`src/rtl/accum_pkg.sv`:
```
// Shared types, constants and overflow/saturation helpers for the accum_seq accumulator.
package accum_pkg;

  typedef enum logic [1:0] {
    IDLE  = 2'd0,
    ACCUM = 2'd1,
    DONE  = 2'd2
  } accum_state_t;

  localparam logic       OP_ADD  = 1'b0;
  localparam logic       OP_SUB  = 1'b1;
  localparam logic [7:0] SAT_POS = 8'h7F;
  localparam logic [7:0] SAT_NEG = 8'h80;

  // Signed overflow of one step: operand signs vs. result sign, per operation.
  function automatic logic step_ovf(input logic [7:0] a, input logic [7:0] b,
                                    input logic [7:0] sum, input logic op);
    logic same_sign;
    same_sign = (a[7] == b[7]);
    if (op == OP_ADD) begin
      return same_sign && (sum[7] != a[7]);
    end else begin
      return !same_sign && (sum[7] != a[7]);
    end
  endfunction

  // On overflow the true result keeps the sign of the accumulator operand.
  function automatic logic [7:0] sat_value(input logic [7:0] a);
    return a[7] ? SAT_NEG : SAT_POS;
  endfunction

endpackage

```
`src/rtl/accum_seq_adder_8.sv`:
```
// adder_8: 8-bit modulo add/subtract datapath (op=0 add, op=1 subtract); carry-out is discarded.
module adder_8
  import accum_pkg::*;
(
  input  logic [7:0] a,
  input  logic [7:0] b,
  input  logic       op,
  output logic [7:0] sum
);

  logic [7:0] b_eff_s;
  logic [8:0] full_s;

  // Subtraction as a + ~b + 1.
  assign b_eff_s = (op == OP_SUB) ? ~b : b;
  assign full_s  = {1'b0, a} + {1'b0, b_eff_s} + {8'h00, op};
  assign sum     = full_s[7:0];

endmodule

```
`src/rtl/accum_seq.sv`:
```
// accum_seq: folds N streamed operands into an 8-bit accumulator and returns the result with a sticky
// signed-overflow flag. Optional ACCUM_SAT_EN clamps the accumulator on overflow instead of wrapping.
module accum_seq
  import accum_pkg::*;
#(
  parameter int          CNT_W    = 4,
  parameter logic [7:0]  INIT_ACC = 8'h00
) (
  input  logic             clk,
  input  logic             rst_n,
  input  logic             start,
  input  logic [CNT_W-1:0] len,
  input  logic             in_valid,
  output logic             in_ready,
  input  logic [7:0]       in_data,
  input  logic             in_op,
  output logic             out_valid,
  input  logic             out_ready,
  output logic [7:0]       out_data,
  output logic             out_ovf,
  output logic             busy
);

  accum_state_t     state_q, state_d;
  logic [7:0]       acc_q, acc_d;
  logic [CNT_W-1:0] cnt_q, cnt_d;
  logic             ovf_q, ovf_d;

  logic [7:0]       sum_s;
  logic             step_ovf_s;
  logic [7:0]       acc_step_s;

  adder_8 u_adder (
    .a   (acc_q),
    .b   (in_data),
    .op  (in_op),
    .sum (sum_s)
  );

  assign step_ovf_s = step_ovf(acc_q, in_data, sum_s, in_op);

`ifdef ACCUM_SAT_EN
  assign acc_step_s = step_ovf_s ? sat_value(acc_q) : sum_s;
`else
  assign acc_step_s = sum_s;
`endif

  // Next-state, accumulator, counter and sticky-overflow update.
  always_comb begin
    state_d = state_q;
    acc_d   = acc_q;
    cnt_d   = cnt_q;
    ovf_d   = ovf_q;
    case (state_q)
      IDLE: begin
        if (start) begin
          acc_d = INIT_ACC;
          ovf_d = 1'b0;
          if (len != {CNT_W{1'b0}}) begin
            cnt_d   = len;
            state_d = ACCUM;
          end else begin
            state_d = DONE;
          end
        end else begin
          state_d = IDLE;
        end
      end
      ACCUM: begin
        if (in_valid) begin
          acc_d = acc_step_s;
          cnt_d = cnt_q - {{(CNT_W-1){1'b0}}, 1'b1};
          ovf_d = ovf_q | step_ovf_s;
          if (cnt_q == {{(CNT_W-1){1'b0}}, 1'b1}) begin
            state_d = DONE;
          end else begin
            state_d = ACCUM;
          end
        end else begin
          state_d = ACCUM;
        end
      end
      DONE: begin
        if (out_ready) begin
          state_d = IDLE;
        end else begin
          state_d = DONE;
        end
      end
      default: begin
        state_d = IDLE;
      end
    endcase
  end

  // State registers with synchronous active-low reset.
  always_ff @(posedge clk) begin
    if (!rst_n) begin
      state_q <= IDLE;
      acc_q   <= INIT_ACC;
      cnt_q   <= {CNT_W{1'b0}};
      ovf_q   <= 1'b0;
    end else begin
      state_q <= state_d;
      acc_q   <= acc_d;
      cnt_q   <= cnt_d;
      ovf_q   <= ovf_d;
    end
  end

  // Result fields are forced to zero outside DONE so idle/reset outputs read as 0.
  assign in_ready  = (state_q == ACCUM);
  assign busy      = (state_q != IDLE);
  assign out_valid = (state_q == DONE);
  assign out_data  = out_valid ? acc_q : 8'h00;
  assign out_ovf   = out_valid & ovf_q;

endmodule
```
`config.mk`:
```
export PLATFORM = sky130hd
export DESIGN_NAME = accum_seq
export DESIGN_NICKNAME = d
export VERILOG_FILES = /design/src/rtl/accum_pkg.sv /design/src/rtl/accum_seq_adder_8.sv /design/src/rtl/accum_seq.sv
export SDC_FILE = /design/constraint.sdc
export NUM_CORES = 1
export LEC_CHECK = 0
export CAP_MARGIN = 20
export CELL_PAD_IN_SITES_DETAIL_PLACEMENT = 1
export CELL_PAD_IN_SITES_GLOBAL_PLACEMENT = 1
export CORE_MARGIN = 3
export CORE_UTILIZATION = 32
export CTS_CLUSTER_DIAMETER = 150
export DETAILED_ROUTE_END_ITERATION = 10
export PLACE_DENSITY = 0.82
export SETUP_SLACK_MARGIN = 0.02
export SLEW_MARGIN = 20
export SYNTH_ARGS = -nofsm -noshare
export SYNTH_HDL_FRONTEND = slang
export SYNTH_HIERARCHICAL = 1
export SYNTH_SLANG_ARGS = --single-unit
export TNS_END_PERCENT = 100
```
`constraint.sdc`:
```
create_clock -name clk -period 2.02 [get_ports clk]
set_input_delay 0.202 -clock clk [delete_from_list [all_inputs] [get_ports clk]]
set_output_delay 0.202 -clock clk [all_outputs]
set_load 0.05 [all_outputs]
```
Yosys cells after proc, flatten, opt, wreduce, memory -nomap -nowiden --
Cells that the tools add are included.
Storage, ports and cells: logic and storage cells 46, output and inout bits 12, register bits 15, bits of input ports 18
Cells by class: add/subtract/negate cells 3, bitwise logic cells 3, mux-type cells 19, eq/ne operators 8, reduce and logical (&&, ||, !) cells 9
Operators by type and width (count):
- two-way mux 8 bit | 4
- one-hot mux 8 bit (2 select lines) | 1
- two-way mux 4 bit | 3
- two-way mux 2 bit | 5
- adder 8 x 1 -> 8 bit | 1
- adder 8 bit | 1
- inverter 8 bit | 1
- one-hot mux 4 bit (2 select lines) | 1
- inequality test 2 bit (second input constant) | 3
- one-hot mux 2 bit (3 select lines) | 1
- == test 4 x 1 -> 1 bit (second input constant) | 1
- AND reduction 4 bit | 1
- nonzero test 2 bit | 2
- nonzero test 4 bit | 1
- subtractor 4 x 1 -> 4 bit (second input constant) | 1
- two-way mux 1 bit | 3
- AND reduction 3 bit | 1
- == test 2 x 1 -> 1 bit (second input constant) | 1
- == test 2 bit (second input constant) | 1
- logical AND 1 bit | 2
- logical NOT 2 bit | 1
- one-hot mux 1 bit (2 select lines) | 1
- AND 1 bit | 1
- == test 1 bit | 1
- other kinds (3) | 3

Depth between registers and ports, before layout --
word-level depth 10, mapped depth 11, gate-level depth less buffers 10

Hierarchy --
Netlist, hierarchy kept.
By module, submodules not included:
- accum_seq | area each 828.3 um^2, instances 1, cells an instance 103, seq. area each 300.3 um^2
- adder_8 | area each 394.1 um^2, instances 1, cells an instance 47, seq. area each 0.0 um^2

Worst setup path after synthesis --
Ideal clock, no wire load.
path kind input port to flip-flop, start input in_op, end register ovf_q, slack -59 ps, buffers on the path 1, library setup time 115 ps, stages 11, arrival time 1964 ps, required time 1905 ps, cells stage by stage buf_6 > xor2_1 > ha_1 > and4_1 > a211oi_2 > a311oi_1 > xnor2_1 > nand2b_1 > mux2i_1 > a21oi_1 > nor2_1
On the way: cells in the longest elaborated chain, start to end 9, elaborated cells on any way between the ends 10, those cells by class 2 x add/sub; 1 x eq/ne; 4 x mux; 1 x bitwise; 2 x reduce/logical
RTL lines:
- start: declaration | RTL line accum_seq.sv:16 | input logic in_op,
- two-way mux 8 bit | RTL line accum_seq_adder_8.sv:15 | assign b_eff_s = (op == OP_SUB) ? ~b : b;
- adder 8 bit | RTL line accum_seq_adder_8.sv:16 | assign full_s = {1'b0, a} + {1'b0, b_eff_s} + {8'h00, op};
- adder 8 x 1 -> 8 bit (*) | RTL line accum_seq_adder_8.sv:16
- via acc_step_s[7] | RTL line accum_seq.sv:31 | logic [7:0] acc_step_s;
- inequality test 1 bit (*) | RTL line accum_pkg.sv:21, accum_pkg.sv:23
- logical AND 1 bit, on equally long branches | RTL line accum_pkg.sv:21, accum_pkg.sv:23
- two-way mux 1 bit (*) | RTL line accum_pkg.sv:20 | if (op == OP_ADD) begin
- OR 1 bit (*) | RTL line accum_seq.sv:73 | ovf_d = ovf_q | step_ovf_s;
- two-way mux 1 bit (*) | RTL line accum_seq.sv:70 | if (in_valid) begin
- one-hot mux 1 bit (2 select lines) (*) | RTL line accum_seq.sv:54 | case (state_q)
- end signal: assignment | RTL line accum_seq.sv:107 | ovf_q <= ovf_d;
- end: declaration | RTL line accum_seq.sv:27 | logic ovf_q, ovf_d;
The timed path passes the listed nets; every way through them passes the cells marked *. The select of a mux whose other input is x is not followed. A chain may end at the register's enable or synchronous reset.

Worst setup path after layout --
start register acc_q[2], end register ovf_q
On the way: cells in the longest elaborated chain, start to end 8, elaborated cells on any way between the ends 9, those cells by class 2 x add/sub; 1 x eq/ne; 3 x mux; 1 x bitwise; 2 x reduce/logical
RTL lines:
- start: declaration | RTL line accum_seq.sv:25 | logic [7:0] acc_q, acc_d;
- start signal: assignment | RTL line accum_seq.sv:100 | acc_q <= INIT_ACC;
- start signal: assignment | RTL line accum_seq.sv:105 | acc_q <= acc_d;
- adder 8 bit (*) | RTL line accum_seq_adder_8.sv:16
- adder 8 x 1 -> 8 bit (*) | RTL line accum_seq_adder_8.sv:16
- via acc_step_s[7] | RTL line accum_seq.sv:31
- inequality test 1 bit (*) | RTL line accum_pkg.sv:21, accum_pkg.sv:23
- logical AND 1 bit, on equally long branches | RTL line accum_pkg.sv:21, accum_pkg.sv:23
- two-way mux 1 bit (*) | RTL line accum_pkg.sv:20
- OR 1 bit (*) | RTL line accum_seq.sv:73
- two-way mux 1 bit (*) | RTL line accum_seq.sv:70
- one-hot mux 1 bit (2 select lines) (*) | RTL line accum_seq.sv:54
Marks and branches as above.

==> Flow_metrics.wiki <==
{| class="wikitable"
! Metric !! Value
|-
| Overflow left after global routing || 0
|-
| Unrepaired setup endpoints after global routing || true
|-
| Share of total power in combinational logic || between 40% and 50%
|-
| Initial antenna violation count || 0
|-
| IR Drop Worst-Case VDD || 0.000323 V
|-
| Gr usage total || a little under a fifth
|-
| Maximum capacitance violations || 0
|-
| Maximum number of pins on one net before global-route repair || 16
|-
| Placed cells || 241
|-
| Post-synthesis mux area share || under 10%
|-
| Endpoints failing setup || 0
|-
| Area post-placement || between 1500 and 2000 sq um
|-
| Switch share || roughly a third
|-
| Proportion of power drawn by flip-flops and latches || 32.9%
|-
| Startpoint class of the critical path || register
|-
| Worst EP arrival || about 2.1 ns
|-
| Chip Width || 67.8 um
|-
| Die area || 4600 sq um
|-
| Area added between synthesis and finish || 53.7%
|-
| Category of the most critical setup path || reg2reg
|-
| Initial core utilization || a little over a third
|-
| Minimum setup slack in the final design || 0.0500 ns
|-
| Sequential area share after synthesis || 24.6%
|-
| Post-synth top area share || 24.6%
|-
| Worst reg2reg startpoint || acc_q[2]$_SDFFE_PN0P_
|-
| TritonRoute pass-1 iters || 4
|-
| Worst-path clk slew || 0.06 ns
|-
| Netlist area before placement || roughly 1200 sq um
|-
| Cell-internal power || between 600 and 700 uW
|-
| FF-to-FF path depth || 9
|-
| Worst reg-to-reg setup slack || approximately 0.05 ns
|-
| Sinks on the clock net || 15
|-
| Number of instances in the synthesized netlist || 150
|-
| PortBufs || 29
|-
| Adder-Cell Fraction of Synth Area || under 10%
|-
| Num ports || 30
|-
| Buffer levels on the longest clock path || 2
|-
| Net count, final || 230
|-
| Initial drt markers || 29
|-
| Root cell of the clock tree || sky130_fd_sc_hd__clkbuf_8
|-
| Transition time of the tightest slew-check pin || slightly above 0.5 ns
|-
| Chain of cells forming the critical path || ha_4, and4_4, a211oi_4, a311oi_2, xnor2_2, nand2b_4, mux2i_1, a21oi_1, nor2_1
|-
| Global-route wire length before repair || between 6 and 7 mm
|-
| Fraction of synthesis flops using an asynchronous set or reset pin || 0%
|-
| Total power consumption of the routed design || ~1.0 mW
|-
| Largest stage delay on the critical path || approximately 0.36 ns
|-
| Post-Syn Nets || 177
|-
| Final max-slew violation count || 0
|-
| Part of the total power dissipated in the clock network || 23.9%
|-
| Die Y || 67.8 um
|-
| Worst-skew pair later-pin latency || roughly 0.25 ns
|-
| Dominant combinational cell family by area after synthesis || simple AND/OR/NAND/NOR gates
|-
| CTS tree || built
|-
| Critical Path Slowest Stage Cell || sky130_fd_sc_hd__dfxtp_4
|-
| Synth unique cells || 47
|-
| Maximum clock frequency || between 500 and 600 MHz
|-
| Avg WL per Cell || roughly 16 um
|-
| Max H-tree Level || 1
|-
| Path class of the lowest-slack min-delay path || reg2reg
|-
| NetSw || between 300 and 400 uW
|-
| Critical Path Start || acc_q[2]$_SDFFE_PN0P_
|-
| Post-DRT Antenna Nets || 0
|-
| Ant diodes || 0
|-
| CP Max Fanout || 3
|-
| Mean post-synth cell area || 8.15 sq um
|-
| Hold Buf Count CTS || 0
|-
| Top FF cell, synth || sky130_fd_sc_hd__dfxtp_1
|-
| Synthesized-area fraction occupied by ao, oa, aoi and oai cells || between 10% and 20%
|-
| Setup crit end || ovf_q$_SDFFE_PN0P_
|-
| Count of flip-flops with a built-in enable after synthesis || 0
|-
| Share of cells above drive strength 1 || about 35%
|-
| Via count normalized by instance count || about 5.1
|-
| Sort of element at the end of the critical path || register
|-
| Power density over the cells || 552 nW/um^2
|-
| Placer congestion estimate || approximately 0.86
|-
| Leading area contributor after synthesis || sky130_fd_sc_hd__dfxtp_1
|-
| Row cnt || 21
|-
| Result of the run || complete, no violations
|-
| Synth area leaders || sky130_fd_sc_hd__dfxtp_1, sky130_fd_sc_hd__ha_1, sky130_fd_sc_hd__xor2_1
|-
| Post-placement worst setup slack || -0.709 ns
|-
| Min Clock Period, post-route || 1.97 ns
|-
| Yosys warning count || 6
|-
| Reg-to-Reg End || ovf_q$_SDFFE_PN0P_
|-
| Normalized max-slew margin || 66.4%
|-
| Finished layout cell area || roughly 1900 sq um
|-
| Via count of the first global-routing pass || between 1000 and 1500
|-
| Number of standard cells in the layout, taps in and fillers out || about 250
|-
| Required @ worst endpoint || between 2 and 2.5 ns
|-
| Xor and xnor area share after synthesis || a little under an eighth
|-
| Cell depth of the worst min-delay path || 2
|-
| Part of the cycle the worst path needs || a little over nine tenths
|-
| Flop and latch count out of synthesis || 15
|-
| Core box area || between 3000 and 4000 sq um
|-
| Estimated wirelength of the detail-placed design || between 2 and 3 mm
|-
| Total detailed-routing wirelength || 4.02 mm
|-
| Remaining design rule violation count || 0
|-
| Clock buffers created by TritonCTS || 3
|-
| Clock skew after layout || between 0.0015 and 0.002 ns
|-
| Leak || ~0.8 nW
|-
| Post-Route Setup TNS || 0 ns
|-
| Hold Fails Final Rpt || 0
|-
| Simple-gate area share of the yosys netlist || 27.5%
|-
| Via count of the routed design || 1264
|}
## metrics by stage
stage          hold slack, ns  utilization [%]
6_report                0.477             53.8
5_1_grt                 0.507             53.8
4_1_cts                 0.491             52.1
3_5_place_dp            0.462             48.1
3_3_place_gp            0.447             48.1
2_1_floorplan           0.354                -
## area by class of cell
type                    instances  area (sq um)
flip-flops and latches         15           307
well taps                      46          57.6
clock buffers                   4          45.0
inverters                       7          26.3
repair buffers                 53           454
multi-input cells             123           990
fillers                       437          1620
## layer usage
metal | routed length [um] | global-route usage [%]
met1 | 1690 | 21.9
met4 | 27 | 6.20
met2 | 2150 | 35.1
met5 | 0 | 0
met3 | 159 | 2.00
## how the worst min path moves through the flow
stage,startpoint,end,slack (ns)
after floorplan,rst_n,cnt_q[3]$_SDFFE_PN0P_,0.35
after global placement,ovf_q$_SDFFE_PN0P_,ovf_q$_SDFFE_PN0P_,0.45
after detailed placement,ovf_q$_SDFFE_PN0P_,ovf_q$_SDFFE_PN0P_,0.46
after CTS,ovf_q$_SDFFE_PN0P_,ovf_q$_SDFFE_PN0P_,0.49
after global routing,acc_q[6]$_SDFFE_PN0P_,acc_q[6]$_SDFFE_PN0P_,0.51
final,ovf_q$_SDFFE_PN0P_,ovf_q$_SDFFE_PN0P_,0.48
## synthesized netlist by cell type (2+ instances only)
cell type and n:
sky130_fd_sc_hd__nand2b_1 3, sky130_fd_sc_hd__a21boi_0 7, sky130_fd_sc_hd__clkbuf_1 2, sky130_fd_sc_hd__nand2_1 17
sky130_fd_sc_hd__o21ai_0 3, sky130_fd_sc_hd__and2_1 10, sky130_fd_sc_hd__nand3_1 10, sky130_fd_sc_hd__ha_1 8
sky130_fd_sc_hd__and2b_2 2, sky130_fd_sc_hd__a31oi_1 2, sky130_fd_sc_hd__xnor2_1 7, sky130_fd_sc_hd__mux2i_1 2
sky130_fd_sc_hd__xor2_1 9, sky130_fd_sc_hd__nor3_1 3, sky130_fd_sc_hd__a21o_1 2, sky130_fd_sc_hd__dfxtp_1 15
sky130_fd_sc_hd__a21oi_1 3, sky130_fd_sc_hd__inv_1 6, sky130_fd_sc_hd__nor2_1 10, sky130_fd_sc_hd__and4_1 2
## worst max-delay path, delay by kind of cell, from the launching register on
family	cells	cell delay [ns]
muxes	1	0.08
xor gates and xnor gates	1	0.18
AOI/OAI and AO/OA	3	0.54
and+or+nand+nor	3	0.44
DFF	1	0.36
adders and majority gates	1	0.27
## sequential cells by signal, summed over array words and instances, names as in the netlist
name     count
acc_q        8
cnt_q        4
ovf_q        1
state_q      2
## power groups by stage
stage | clock [mW] | sequential [mW] | combinational (mW)
5_1_grt | 0.273 | 0.346 | 0.495
4_1_cts | 0.256 | 0.341 | 0.419
3_3_place_gp | 0 | 0.344 | 0.367
2_1_floorplan | 0 | 0.340 | 0.237
3_5_place_dp | 0 | 0.346 | 0.387
6_report | 0.248 | 0.342 | 0.448
## repair_timing
action	4_1_cts	5_1_grt
endpoints found under the hold margin	0	0
gates resized for setup	30	9
buffers inserted	2	1
setup endpoints to repair	5	4
pin swaps	11	9
## kinds of logic after synthesis
family	Yosys count
multiplexers	3
flip-flops	15
buffers and inverters	12
AND/OR/NAND/NOR	65
AO/OA/AOI/OAI	30
XOR/XNOR	16
adder cells (fa/ha/maj)	9
## placed cells by master (no fill, tap or decap), types with 2 or more instances in the layout
master,count
sky130_fd_sc_hd__buf_4,35
sky130_fd_sc_hd__nand2_1,17
sky130_fd_sc_hd__dfxtp_1,12
sky130_fd_sc_hd__clkdlybuf4s50_1,12
sky130_fd_sc_hd__nor2_1,10
sky130_fd_sc_hd__and2_1,10
sky130_fd_sc_hd__nand3_1,10
sky130_fd_sc_hd__inv_1,6
sky130_fd_sc_hd__a21boi_0,6
sky130_fd_sc_hd__xnor2_1,6
sky130_fd_sc_hd__xor2_1,6
sky130_fd_sc_hd__ha_1,4
sky130_fd_sc_hd__ha_4,4
sky130_fd_sc_hd__o21ai_0,3
sky130_fd_sc_hd__clkbuf_8,3
sky130_fd_sc_hd__xor2_2,3
sky130_fd_sc_hd__and2b_2,2
sky130_fd_sc_hd__nand2b_1,2
sky130_fd_sc_hd__nor3_1,2
sky130_fd_sc_hd__a31oi_1,2
sky130_fd_sc_hd__mux2i_1,2
sky130_fd_sc_hd__a21oi_1,2
sky130_fd_sc_hd__a21boi_1,2
sky130_fd_sc_hd__dfxtp_2,2
sky130_fd_sc_hd__clkdlybuf4s15_2,2
sky130_fd_sc_hd__clkdlybuf4s15_1,2
sky130_fd_sc_hd__and4_4,2
sky130_fd_sc_hd__a21o_1,2
(Power assumes the default switching activity.)
